==> config.mk <==
export PLATFORM = sky130hd
export DESIGN_NAME = tuple_bit_serializer
export DESIGN_NICKNAME = d
export VERILOG_FILES = /design/src/rtl/tuple_bit_serializer.sv
export SDC_FILE = /design/constraint.sdc
export NUM_CORES = 1
export LEC_CHECK = 0
export BUFFER_PORTS_ARGS = -buffer_cell sky130_fd_sc_hd__buf_2
export CAP_MARGIN = 5
export CORE_AREA = 2 2 39 41
export CTS_CLUSTER_DIAMETER = 80
export DETAILED_ROUTE_END_ITERATION = 6
export DIE_AREA = 0 0 41 43
export PLACE_DENSITY = 0.78
export RECOVER_POWER = 25
export SYNTH_ARGS = -nofsm -noshare
export SYNTH_HDL_FRONTEND = slang
export SYNTH_SLANG_ARGS = --single-unit
export TNS_END_PERCENT = 100
==> constraint.sdc <==
create_clock -name CLK -period 3.8 [get_ports CLK]
set_input_delay 0.19 -clock CLK [delete_from_list [all_inputs] [get_ports CLK]]
set_output_delay 0.19 -clock CLK [all_outputs]
set_load 0.01 [all_outputs]
==> src/rtl/tuple_bit_serializer.sv <==
// tuple_bit_serializer
//   Parallel-to-serial transmitter for a Tuple(Bit) serial lane. A word taken
//   over the I_valid/I_ready handshake is shifted out LSB-first, one bit per
//   accepted beat, on O__0. O_valid/O_ready form the per-beat handshake, and
//   O_last marks the final beat of each frame.
//
//   Optional feature macro: TUPLE_BIT_SERIALIZER_PARITY_EN
//     defined   : each frame is N data beats plus one even-parity beat;
//                 O_last marks only the parity beat.
//     undefined : each frame is N data beats; O_last marks data beat N-1.
//
// Ports
//   CLK          in   rising-edge clock
//   ASYNCRESETN  in   asynchronous reset, active-low
//   I_data       in   N-bit parallel word
//   I_valid      in   I_data is valid
//   I_ready      out  word accepted this cycle (IDLE and not in reset)
//   O__0         out  serial bit, tuple field 0
//   O_valid      out  O__0 carries a valid beat
//   O_last       out  final beat of the frame
//   O_ready      in   downstream accepts the current beat
module tuple_bit_serializer #(
    parameter int unsigned N = 8
) (
    input  logic         CLK,
    input  logic         ASYNCRESETN,
    input  logic [N-1:0] I_data,
    input  logic         I_valid,
    output logic         I_ready,
    output logic         O__0,
    output logic         O_valid,
    output logic         O_last,
    input  logic         O_ready
);

    localparam int unsigned CW = $clog2(N);
    localparam logic [CW-1:0] LAST_BEAT = CW'(N - 1);

`ifdef TUPLE_BIT_SERIALIZER_PARITY_EN
    typedef enum logic [1:0] {IDLE, SHIFT, PARITY} state_t;
`else
    typedef enum logic {IDLE, SHIFT} state_t;
`endif

    state_t          r_state;
    state_t          w_state_nxt;
    logic [N-1:0]    r_sh;
    logic [N-1:0]    w_sh_nxt;
    logic [CW-1:0]   r_cnt;
    logic [CW-1:0]   w_cnt_nxt;
`ifdef TUPLE_BIT_SERIALIZER_PARITY_EN
    logic            r_par;
    logic            w_par_nxt;
`endif
    logic            w_ready;
    logic            w_o0;
    logic            w_ovalid;
    logic            w_olast;

    always_ff @(posedge CLK or negedge ASYNCRESETN) begin
        if (!ASYNCRESETN) begin
            r_state <= IDLE;
            r_sh    <= '0;
            r_cnt   <= '0;
`ifdef TUPLE_BIT_SERIALIZER_PARITY_EN
            r_par   <= 1'b0;
`endif
        end else begin
            r_state <= w_state_nxt;
            r_sh    <= w_sh_nxt;
            r_cnt   <= w_cnt_nxt;
`ifdef TUPLE_BIT_SERIALIZER_PARITY_EN
            r_par   <= w_par_nxt;
`endif
        end
    end

    // Outputs are decoded from registered state only; O_ready and I_valid
    // steer next-state values but never reach an output combinationally.
    always_comb begin
        w_state_nxt = r_state;
        w_sh_nxt    = r_sh;
        w_cnt_nxt   = r_cnt;
`ifdef TUPLE_BIT_SERIALIZER_PARITY_EN
        w_par_nxt   = r_par;
`endif
        w_ready     = 1'b0;
        w_o0        = 1'b0;
        w_ovalid    = 1'b0;
        w_olast     = 1'b0;
        case (r_state)
            IDLE: begin
                w_ready = 1'b1;
                if (I_valid) begin
                    w_sh_nxt    = I_data;
                    w_cnt_nxt   = '0;
`ifdef TUPLE_BIT_SERIALIZER_PARITY_EN
                    w_par_nxt   = ^I_data;
`endif
                    w_state_nxt = SHIFT;
                end
            end
            SHIFT: begin
                w_ovalid = 1'b1;
                w_o0     = r_sh[0];
`ifndef TUPLE_BIT_SERIALIZER_PARITY_EN
                w_olast  = (r_cnt == LAST_BEAT);
`endif
                if (O_ready) begin
                    w_sh_nxt = r_sh >> 1;
                    if (r_cnt == LAST_BEAT) begin
                        w_cnt_nxt = '0;
`ifdef TUPLE_BIT_SERIALIZER_PARITY_EN
                        w_state_nxt = PARITY;
`else
                        w_state_nxt = IDLE;
`endif
                    end else begin
                        w_cnt_nxt = r_cnt + CW'(1);
                    end
                end
            end
`ifdef TUPLE_BIT_SERIALIZER_PARITY_EN
            PARITY: begin
                w_ovalid = 1'b1;
                w_o0     = r_par;
                w_olast  = 1'b1;
                if (O_ready) begin
                    w_state_nxt = IDLE;
                end
            end
`endif
            default: begin
                w_state_nxt = IDLE;
            end
        endcase
    end

    // The state register already reads IDLE during reset, so I_ready is
    // additionally gated by the reset pin to keep it low while held.
    assign I_ready = w_ready & ASYNCRESETN;
    assign O__0    = w_o0;
    assign O_valid = w_ovalid;
    assign O_last  = w_olast;

endmodule
==> results.sh <==
export IMPL_path_clk_slew_ps=80
export IMPL_antenna_found_initial=0
export IMPL_grt_usage_pct=16.6
export IMPL_netlist_area_um2=698
export IMPL_fillCellCount=128
export IMPL_worstSetupStartpointType="input pin"
export IMPL_drt_wl_total_um=1170
export IMPL_initial_utilization_pct=50.5
export IMPL_ys_warn_count=0
export IMPL_fin_skew_ps=3.80
export IMPL_wl_per_cell_um=13.3
export IMPL_grt_pass1_vias=448
export IMPL_setup_tns_ps=0
export IMPL_final_period_minus_worst_setup_slack_ps=1760
export IMPL_syn_to_final_growth_pct=15.1
export IMPL_post_cts_setup_buffers=0
export IMPL_cts_made_buffers=3
export IMPL_grt_use_met2_pct=25.9
export IMPL_ant_nets=0
export IMPL_die_x_um=41
export IMPL_rsz0062_at_grt="no"
export IMPL_fin_nets=87
export IMPL_grtUsageMet1_pct=19.9
export IMPL_period_share_pct=46.2
export IMPL_post_route_cells_drive_above_1_share_pct=29.2
export IMPL_clockBufferDepth=2
export IMPL_max_freq_mhz=569
export IMPL_grt_pass1_wl_um=1920
export IMPL_drc=0
export IMPL_tightest_slew_ps=673
export IMPL_numPortBuffers=15
export IMPL_grt_max_degree=22
export IMPL_busiest_layer="met2"
export IMPL_crit_slowest_cell="dlygate4sd3_1"
export IMPL_syn_inst=56
export IMPL_status="completed"
export IMPL_worst_slew_margin_rel_pct=55.1
export IMPL_grt_ovfl_total=0
export IMPL_core_area_mm2=0.00138
export IMPL_ys_seq_elements=12
export IMPL_layout_commonest_cell="mux2i_1"
export IMPL_die_area_mm2=0.00176
export IMPL_htreeDepth=1
export IMPL_synth_nets=70
export IMPL_dr_pass1_iters=2
export IMPL_yosysTopAreaCellShare_pct=43.0
export IMPL_drt_initial_drc_count=2
export IMPL_clk_latency_ps=270
export IMPL_die_y_um=43
export IMPL_via_per_inst=5.49
export IMPL_min_path_type="in2reg"
export IMPL_worstSetupPathType="in2out"
export IMPL_leakage_nw=0.460
export IMPL_std_cell_rows=14
export IMPL_cts_sinks=12
export IMPL_cts_tree="yes"
export IMPL_most_common_layout_cells="mux2i_1, buf_2, dfrtp_1"
export IMPL_placed_area_um2=758
export IMPL_ir_drop_mv=0.288
export IMPL_use_met3_pct=4.71
export IMPL_critPathRequiredTime_ps=3610
export IMPL_crit_chain="dlygate4sd3_1, clkbuf_1, nor2b_1, buf_2"
export IMPL_hold_viol=0
export IMPL_whs_ps=210
export IMPL_num_antenna_cells=0
export IMPL_slowest_delay_ps=520
export IMPL_final_area_um2=803
export IMPL_powerDensity_mw_per_mm2=603
export IMPL_end_kind="primary output"
export IMPL_finalSetupViolations=0
export IMPL_synth_cell_types=20
export IMPL_total_power_uw=484
export IMPL_ys_seq_area_share_pct=43.0
export IMPL_critPathMaxFanout=13
export IMPL_route_vias_total=483
export IMPL_synth_top_area_cell="dfrtp_1"
export IMPL_cap_violations=0
export IMPL_synth_area_top_cells="dfrtp_1, mux2i_1, ha_1"
export IMPL_ios=16
export IMPL_root_buffer="clkbuf_4"
export IMPL_synth_avg_cell_area_um2=12.5
export IMPL_arrival_ps=1570
export IMPL_hpwl_um=849
export IMPL_gp_congestion=0.713
export IMPL_drv_slew=0
## layer usage
layer / up-vias / share of wire, %
met2: 8 / 51
met1: 236 / 45
met5: - / 0
met3: 2 / 3.4
met4: 0 / 1.0
li1: 237 / -
## cell families (layout without fill, tap and decap cells)
logic type      Yosys count  count (layout)  share of synthesized area, %
fa+ha+maj                 2               2                          3.58
flops                    12              12                          43.0
mux                      22              22                          31.9
buf+inv                   4              20                          5.02
compound gates            5               5                          5.20
simple gates             11              11                          11.3
## area by class of cell
cell class,instances,area (µm²),area share (%)
Multi-Input combinational cell,40,363,45.2
Sequential cell,12,300,37.4
Timing Repair Buffer,16,83.8,10.4
Clock buffer,4,36.3,4.52
Tap cell,16,20.0,2.49
## critical path, delay by kind of cell
family	cells	cell delay [ps]
buffers and inverters	3	1170
and+or+nand+nor	1	200
## flip-flops by register name, summed over array words and instances, names as in the netlist
register,cells
r_cnt,3
r_sh,8
r_state,1
## worst paths after layout
| kind | startpoint | endpoint | slack [ps] | cells after the start |
|---|---|---|---|---|
| max reg2reg | r_state | r_sh[6] | 2380 | 2 |
| min | I_data[1] | r_sh[1] | 210 | 3 |
| max in group asynchronous | ASYNCRESETN | r_sh[5] | 2920 | 2 |
| min reg2reg | r_sh[6] | r_sh[6] | 540 | 1 |
| max | ASYNCRESETN | I_ready | 2040 | 4 |
| min in group asynchronous | ASYNCRESETN | r_state | 460 | 2 |
## Yosys cell counts
master     count
a211o_1        1
ha_1           2
and3_2         1
dfrtp_1       12
a21oi_1        1
nand4bb_1      1
buf_2          1
nand3b_1       2
or3b_1         1
nor2_1         1
and3b_1        1
a22o_1         2
and2_1         2
buf_4          1
nand3_1        1
nor2b_1        1
mux2_2         2
mux2i_1       20
buf_6          2
o21ai_0        1
## stage by stage
step	utilization, %	worst slack [ps]	std cells
2_1_floorplan	-	2440	56
3_3_place_gp	54.8	2410	83
3_5_place_dp	54.8	2370	83
4_1_cts	58.1	2150	88
5_1_grt	58.0	1840	88
6_report	58.0	2040	88
## power breakdown
part           internal, mW  switching, mW  total, mW
sequential            0.177         0.0507      0.228
combinational        0.0953         0.0600      0.155
clock                0.0581         0.0429      0.101
total                 0.331          0.154      0.484
## what timing repair did
action                    4_1_cts  5_1_grt
hold buffers                    1        0
hold endpoints to repair       12        0
gates resized for setup         0        0
(Power assumes the default switching activity.)
